<file path="src/rtl/j2k_hdr_pkg.sv">
// +--------------------------------------------------------------------------+
// | j2k_hdr_pkg: shared FSM states and field definitions for the header path |
// | Rev 1.0                                                                  |
// +--------------------------------------------------------------------------+
`default_nettype none

package j2k_hdr_pkg;

  localparam int BIT_CNT_W  = 6;
  localparam int HDR_DATA_W = 32;

  typedef enum logic [0:0] {
    ST_IDLE = 1'b0,
    ST_LOCK = 1'b1
  } arb_state_e;

  typedef struct packed {
    logic                  last;
    logic                  insert_zero;
    logic                  insert_ones;
    logic [BIT_CNT_W-1:0]  bit_cnt;
    logic [HDR_DATA_W-1:0] data;
  } hdr_field_t;

endpackage

`default_nettype wire

</file>
<file path="src/rtl/hdr_rr_pick.sv">
// +--------------------------------------------------------------------------+
// | hdr_rr_pick: combinational rotate-priority picker, one-hot grant         |
// | Rev 1.0                                                                  |
// +--------------------------------------------------------------------------+
`default_nettype none

module hdr_rr_pick #(
  parameter int NUM_SRC = 3,
  parameter int PTR_W   = $clog2(NUM_SRC)
) (
  input  logic [NUM_SRC-1:0] req_i,
  input  logic [PTR_W-1:0]   ptr_i,
  output logic [NUM_SRC-1:0] gnt_o
);

  logic             found;
  logic [PTR_W:0]   idx;

  // Scan NUM_SRC positions starting at ptr_i; first requester wins.
  always_comb begin
    gnt_o = '0;
    found = 1'b0;
    idx   = '0;
    for (int i = 0; i < NUM_SRC; i++) begin
      idx = {1'b0, ptr_i} + (PTR_W+1)'(i);
      if (idx >= (PTR_W+1)'(NUM_SRC)) idx = idx - (PTR_W+1)'(NUM_SRC);
      if (!found && req_i[idx[PTR_W-1:0]]) begin
        gnt_o[idx[PTR_W-1:0]] = 1'b1;
        found                 = 1'b1;
      end
    end
  end

endmodule

`default_nettype wire

</file>
<file path="src/rtl/hdr_src_arbiter.sv">
// +--------------------------------------------------------------------------+
// | hdr_src_arbiter: packet-locked arbiter from header sources to assembler  |
// | Option macro: HDR_ARB_FIXED_PRIO_EN (lowest-index wins, no RR pointer)   |
// | Rev 1.0                                                                  |
// +--------------------------------------------------------------------------+
`default_nettype none

module hdr_src_arbiter
  import j2k_hdr_pkg::*;
#(
  parameter int NUM_SRC    = 3,
  parameter int BIT_CNT_W  = j2k_hdr_pkg::BIT_CNT_W,
  parameter int HDR_DATA_W = j2k_hdr_pkg::HDR_DATA_W,
  parameter int PKT_BITS_W = 16
) (
  input  logic                          clk,
  input  logic                          rst,
  input  logic [NUM_SRC-1:0]            req_valid_i,
  input  logic [NUM_SRC-1:0]            req_last_i,
  input  logic [NUM_SRC-1:0]            req_insert_zero_i,
  input  logic [NUM_SRC-1:0]            req_insert_ones_i,
  input  logic [NUM_SRC*BIT_CNT_W-1:0]  req_bit_cnt_i,
  input  logic [NUM_SRC*HDR_DATA_W-1:0] req_data_i,
  output logic [NUM_SRC-1:0]            req_ready_o,
  output logic                          hdr_valid_o,
  output logic                          hdr_last_o,
  output logic                          hdr_insert_zero_o,
  output logic                          hdr_insert_ones_o,
  output logic [BIT_CNT_W-1:0]          hdr_bit_cnt_o,
  output logic [HDR_DATA_W-1:0]         hdr_data_o,
  input  logic                          hdr_ready_i,
  output logic [NUM_SRC-1:0]            grant_o,
  output logic [PKT_BITS_W-1:0]         pkt_bits_o,
  output logic                          pkt_done_o,
  output logic                          err_o
);

  localparam int                   PTR_W   = $clog2(NUM_SRC);
  localparam logic [BIT_CNT_W-1:0] MAX_CNT = BIT_CNT_W'(HDR_DATA_W);

  arb_state_e              state_q, state_d;
  logic [NUM_SRC-1:0]      grant_q, grant_d, pick;
  logic [PTR_W-1:0]        rr_ptr_q;

  logic                    hdr_valid_q, hdr_last_q, hdr_iz_q, hdr_io_q;
  logic [BIT_CNT_W-1:0]    hdr_cnt_q;
  logic [HDR_DATA_W-1:0]   hdr_data_q;
  logic [PKT_BITS_W-1:0]   pkt_bits_q, pkt_bits_d;
  logic                    pkt_done_q, err_q, first_q;

  logic                    sel_last, sel_iz, sel_io, cnt_over, accept;
  logic [BIT_CNT_W-1:0]    sel_cnt, clamp_cnt;
  logic [HDR_DATA_W-1:0]   sel_data;
  logic [PKT_BITS_W:0]     pkt_sum;

  assign req_ready_o = grant_q & {NUM_SRC{(state_q == ST_LOCK) & (~hdr_valid_q | hdr_ready_i)}};
  assign accept      = |(req_valid_i & req_ready_o);

  // Owner's field, selected by the one-hot grant.
  always_comb begin
    sel_last = 1'b0;
    sel_iz   = 1'b0;
    sel_io   = 1'b0;
    sel_cnt  = '0;
    sel_data = '0;
    for (int k = 0; k < NUM_SRC; k++) begin
      if (grant_q[k]) begin
        sel_last = sel_last | req_last_i[k];
        sel_iz   = sel_iz   | req_insert_zero_i[k];
        sel_io   = sel_io   | req_insert_ones_i[k];
        sel_cnt  = sel_cnt  | req_bit_cnt_i[k*BIT_CNT_W +: BIT_CNT_W];
        sel_data = sel_data | req_data_i[k*HDR_DATA_W +: HDR_DATA_W];
      end
    end
  end

  assign cnt_over   = 32'(sel_cnt) > 32'(HDR_DATA_W);
  assign clamp_cnt  = cnt_over ? MAX_CNT : sel_cnt;
  assign pkt_sum    = {1'b0, pkt_bits_q} + (PKT_BITS_W+1)'(clamp_cnt);
  assign pkt_bits_d = first_q          ? PKT_BITS_W'(clamp_cnt) :
                      pkt_sum[PKT_BITS_W] ? '1 : pkt_sum[PKT_BITS_W-1:0];

`ifdef HDR_ARB_FIXED_PRIO_EN
  assign rr_ptr_q = '0;
`else
  logic [PTR_W-1:0] rr_ptr_d;

  always_comb begin
    rr_ptr_d = rr_ptr_q;
    if (accept && sel_last) begin
      for (int k = 0; k < NUM_SRC; k++) begin
        if (grant_q[k]) rr_ptr_d = (k == NUM_SRC-1) ? '0 : PTR_W'(k + 1);
      end
    end
  end

  always_ff @(posedge clk) begin
    if (rst) rr_ptr_q <= '0;
    else     rr_ptr_q <= rr_ptr_d;
  end
`endif

  hdr_rr_pick #(
    .NUM_SRC (NUM_SRC),
    .PTR_W   (PTR_W)
  ) u_pick (
    .req_i (req_valid_i),
    .ptr_i (rr_ptr_q),
    .gnt_o (pick)
  );

  always_comb begin
    state_d = state_q;
    grant_d = grant_q;
    case (state_q)
      ST_IDLE: if (|req_valid_i) begin
        state_d = ST_LOCK;
        grant_d = pick;
      end
      ST_LOCK: if (accept && sel_last) begin
        state_d = ST_IDLE;
        grant_d = '0;
      end
      default: begin
        state_d = ST_IDLE;
        grant_d = '0;
      end
    endcase
  end

  always_ff @(posedge clk) begin
    if (rst) begin
      state_q     <= ST_IDLE;
      grant_q     <= '0;
      hdr_valid_q <= 1'b0;
      hdr_last_q  <= 1'b0;
      hdr_iz_q    <= 1'b0;
      hdr_io_q    <= 1'b0;
      hdr_cnt_q   <= '0;
      hdr_data_q  <= '0;
      pkt_bits_q  <= '0;
      pkt_done_q  <= 1'b0;
      err_q       <= 1'b0;
      first_q     <= 1'b1;
    end else begin
      state_q    <= state_d;
      grant_q    <= grant_d;
      pkt_done_q <= accept & sel_last;
      if (accept) begin
        hdr_valid_q <= 1'b1;
        hdr_last_q  <= sel_last;
        hdr_iz_q    <= sel_iz;
        hdr_io_q    <= sel_io;
        hdr_cnt_q   <= clamp_cnt;
        hdr_data_q  <= sel_data;
        pkt_bits_q  <= pkt_bits_d;
        first_q     <= sel_last;
        if (cnt_over || (sel_iz && sel_io)) err_q <= 1'b1;
      end else if (hdr_ready_i) begin
        hdr_valid_q <= 1'b0;
      end
    end
  end

  assign grant_o           = grant_q;
  assign hdr_valid_o       = hdr_valid_q;
  assign hdr_last_o        = hdr_last_q;
  assign hdr_insert_zero_o = hdr_iz_q;
  assign hdr_insert_ones_o = hdr_io_q;
  assign hdr_bit_cnt_o     = hdr_cnt_q;
  assign hdr_data_o        = hdr_data_q;
  assign pkt_bits_o        = pkt_bits_q;
  assign pkt_done_o        = pkt_done_q;
  assign err_o             = err_q;

endmodule

`default_nettype wire

</file>
<file path="config.mk">
export PLATFORM = sky130hd
export DESIGN_NAME = hdr_src_arbiter
export DESIGN_NICKNAME = d
export VERILOG_FILES = /design/src/rtl/j2k_hdr_pkg.sv /design/src/rtl/hdr_rr_pick.sv /design/src/rtl/hdr_src_arbiter.sv
export SDC_FILE = /design/constraint.sdc
export NUM_CORES = 1
export LEC_CHECK = 0
export ABC_AREA = 1
export CAP_MARGIN = 20
export CORE_ASPECT_RATIO = 0.75
export CORE_MARGIN = 5
export CORE_UTILIZATION = 41
export DETAILED_ROUTE_END_ITERATION = 10
export GPL_TIMING_DRIVEN = 0
export PLACE_DENSITY_LB_ADDON = 0.12
export SLEW_MARGIN = 20
export SYNTH_ARGS = -nofsm -noshare
export SYNTH_HDL_FRONTEND = slang
export SYNTH_HIERARCHICAL = 1
export SYNTH_SLANG_ARGS = --single-unit
</file>
<file path="constraint.sdc">
create_clock -name clk -period 3.75 [get_ports clk]
set_clock_uncertainty 0.1 [all_clocks]
set_input_delay 1.125 -clock clk [delete_from_list [all_inputs] [get_ports clk]]
set_output_delay 1.125 -clock clk [all_outputs]
set_load 0.02 [all_outputs]
</file>
==> results.toml <==
[layout]
mostFrequentLayoutCells = "nand2_1, clkdlybuf4s50_1, dfxtp_1"
final_util_pct = 67.32
n_antenna_cell = 0
area_growth_pct = 62.16
nFillCells = 834
layout-drive-gt1-share_pct = 6.503
final_nets = 950
final_common_cell = "nand2_1"

[route]
wire_per_inst_um = 16.61
drt-initial-drc-count = 363
wirelength_um = 15730
drc = 0
via_count = 5063
ant_nets = 0
drt-vias-per-instance = 5.346
drtPass1Iterations = 6

[logic_synthesis]
synth_area_sq_um = 3961
yosys_register_bits = 67
syn-num-nets = 742
postSynthCellCount = 602
ys_seq_area_share_pct = 33.86
yosys_warnings = 6
avgSynthCellArea_sq_um = 6.580
synthDistinctLibCells = 33

[power_and_ir_drop]
clkPwrFrac_pct = 44.2
pwr-share-comb_pct = 20.0
p_leak_nw = 2.582
peakVddDrop_uv = 233.4
swShare_pct = 26.14
power.internal_w = 0.001559
p_seq_share_pct = 35.8
netSwitchingPower_w = 0.0005517
powerDensity_nw_per_um2 = 328.6
finalPower_w = 0.002111

[die]
die_w_um = 123.5
pin_count = 195
dieArea_sq_um = 11750
die_h_um = 95.13
initial_utilization_pct = 41.52
rows = 31
core_sq_um = 9542

[clock_tree]
cts_max_level = 3
root_buffer = "clkbuf_16"
clock_latency_ns = 0.34
cts_tree = "yes"
cts.sinks = 67
cts_buffer_depth = 2
cts_buffers = 9
path_clk_slew_ns = 0.06

[timing]
slew_headroom_pct = 60.91
max_clock_freq_mhz = 278.3
rsz0062_at_grt = "no"
final_max_slew_viol_count = 0
worst_pin_slew_ns = 0.5863
post-route-period-util_pct = 95.81
period_needed_ns = 3.593
hold_viol_final = 0
finalSetupViolations = 0
whs_ns = 0.3674

[min_path]
hp-class = "flip-flop to flip-flop"

[run]
maxCapViolations = 0

[critical_path]
critical_path_class = "input pin to flip-flop"
cp.arrival_ns = 3.73
critPathMaxFanout = 10
cp_data_required_time_ns = 3.89
startpoint_type = "input pin"
end_kind = "flip-flop"

[placed_design]
gp_congestion = 0.9334
io_buffers = 193
dp_hpwl_um = 12420

[global_route]
grt_usage_pct = 26.48
grt_max_degree = 13
grt_pass1_wl_um = 24200
overflow = 0
grt_pass1_vias = 4790
antenna_found_initial = 0

[outcome]
status = "finished clean"
sequential cells by signal, summed over array words and instances (netlist names):
register / cells
err_o: 1
first_q: 1
grant_o: 3
hdr_bit_cnt_o: 6
hdr_data_o: 32
hdr_insert_ones_o: 1
hdr_insert_zero_o: 1
hdr_last_o: 1
hdr_valid_o: 1
pkt_bits_o: 16
pkt_done_o: 1
rr_ptr_q: 2
state_q: 1
through the flow:
stage | cells | area (sq um) | TNS, ns | setup WS, ns
after floorplan | 602 | 3961 | 0 | 0.4890
after global placement | 927 | 6058 | -3.982 | -0.3764
after detailed placement | 927 | 6058 | -4.632 | -0.4187
after CTS | 943 | 6387 | 0 | 0.07556
after global routing | 947 | 6424 | 0 | 0.0005946
final | 947 | 6424 | 0 | 0.1572
path summary, 6_finish.rpt:
check	start	endpoint	slack [ns]	depth (start not counted)
min reg2reg	hdr_bit_cnt_o[4]$_SDFFE_PP0P_	hdr_bit_cnt_o[4]$_SDFFE_PP0P_	0.37	2
min	hdr_bit_cnt_o[4]$_SDFFE_PP0P_	hdr_bit_cnt_o[4]$_SDFFE_PP0P_	0.37	2
max	req_bit_cnt_i[11]	pkt_bits_o[2]$_SDFFE_PP0P_	0.16	20
max reg2reg	grant_o[1]$_SDFFE_PP0P_	pkt_bits_o[2]$_SDFFE_PP0P_	0.66	20
final cells by class:
cell class	instances	area, sq um	share of cell area (%)
buffer	34	176.4	2.746
clock buffer	10	239.0	3.720
clock inverter	6	88.84	1.383
inverter	50	187.7	2.922
multi-input combinational	451	2267	35.29
sequential	67	1341	20.88
tap	132	165.2	2.571
timing repair buffer	197	1958	30.48
power by group through the flow:
stage / registers, W / logic, W / clock network (W)
finish: 0.000756 / 0.000421 / 0.000934
global placement: 0.000769 / 0.000409 / 0
global route: 0.000759 / 0.000453 / 0.000969
detailed placement: 0.000770 / 0.000413 / 0
floorplan: 0.000799 / 0.000143 / 0
CTS: 0.000755 / 0.000415 / 0.000940
metal layers:
| metal | vias up | track usage, % | wire, um |
|---|---|---|---|
| li1 | 2427 | - | - |
| met1 | 2369 | 33.38 | 6675 |
| met2 | 234 | 44.14 | 7412 |
| met3 | 33 | 8.007 | 1300 |
| met4 | 0 | 7.189 | 342 |
| met5 | - | 0 | 0 |
synthesized netlist by cell type:
master | count | area, sq um
nand2_1 | 220 | 825.8
dfxtp_1 | 67 | 1341
nand3_1 | 48 | 240.2
inv_1 | 47 | 176.4
o21ai_0 | 40 | 200.2
a21oi_1 | 30 | 150.1
nor2_1 | 27 | 101.4
a41oi_1 | 25 | 219.0
buf_2 | 15 | 75.07
clkbuf_1 | 13 | 48.80
nand4_1 | 13 | 81.33
ha_1 | 10 | 125.1
o211a_1 | 7 | 70.07
nor3_1 | 5 | 25.02
nand2_2 | 4 | 25.02
buf_6 | 3 | 33.78
inv_2 | 3 | 11.26
nand3b_1 | 3 | 22.52
o21ai_1 | 3 | 15.01
xor2_1 | 3 | 26.28
a21boi_0 | 2 | 15.01
buf_1 | 2 | 7.510
o211ai_1 | 2 | 15.01
a21boi_2 | 1 | 11.26
a21o_2 | 1 | 8.760
a21oi_4 | 1 | 16.27
a31oi_1 | 1 | 6.260
clkbuf_2 | 1 | 5.000
fa_1 | 1 | 20.02
nand3_4 | 1 | 17.52
nor3_2 | 1 | 10.01
or2_1 | 1 | 6.260
xnor2_1 | 1 | 8.760
what timing repair did:
| action | CTS | global route |
|---|---|---|
| setup buffers | 0 | 4 |
| hold endpoints to repair | 0 | 0 |
| gates resized for setup | 5 | 4 |
| setup endpoints to repair | 6 | 10 |
| pin swaps | 0 | 2 |
| hold buffers | 0 | 0 |
critical path, cell delays in order:
cell	delay, ns
clkdlybuf4s50_1	0.48
inv_1	0.05
o21ai_1	0.12
a21o_2	0.14
inv_1	0.09
nand2_1	0.11
inv_1	0.05
ha_2	0.19
fa_2	0.39
nand3_1	0.10
nand3_1	0.11
nand2_1	0.08
o21ai_1	0.09
nand2_1	0.12
buf_6	0.15
o21ai_0	0.09
nand2_1	0.08
nand3_1	0.07
nand2_1	0.06
inv_1	0.04
logic make-up (layout without fill, tap and decap cells):
kind of cell | after synthesis | after routing | share of synthesized area, %
AO/OA/AOI/OAI | 113 | 113 | 18.35
XOR/XNOR | 4 | 4 | 0.8846
adder cells (fa/ha/maj) | 11 | 11 | 3.664
buffers and inverters | 84 | 297 | 9.033
flip-flops | 67 | 67 | 33.86
AND/OR/NAND/NOR | 323 | 323 | 34.21
Power figures use the tool's default switching activity.
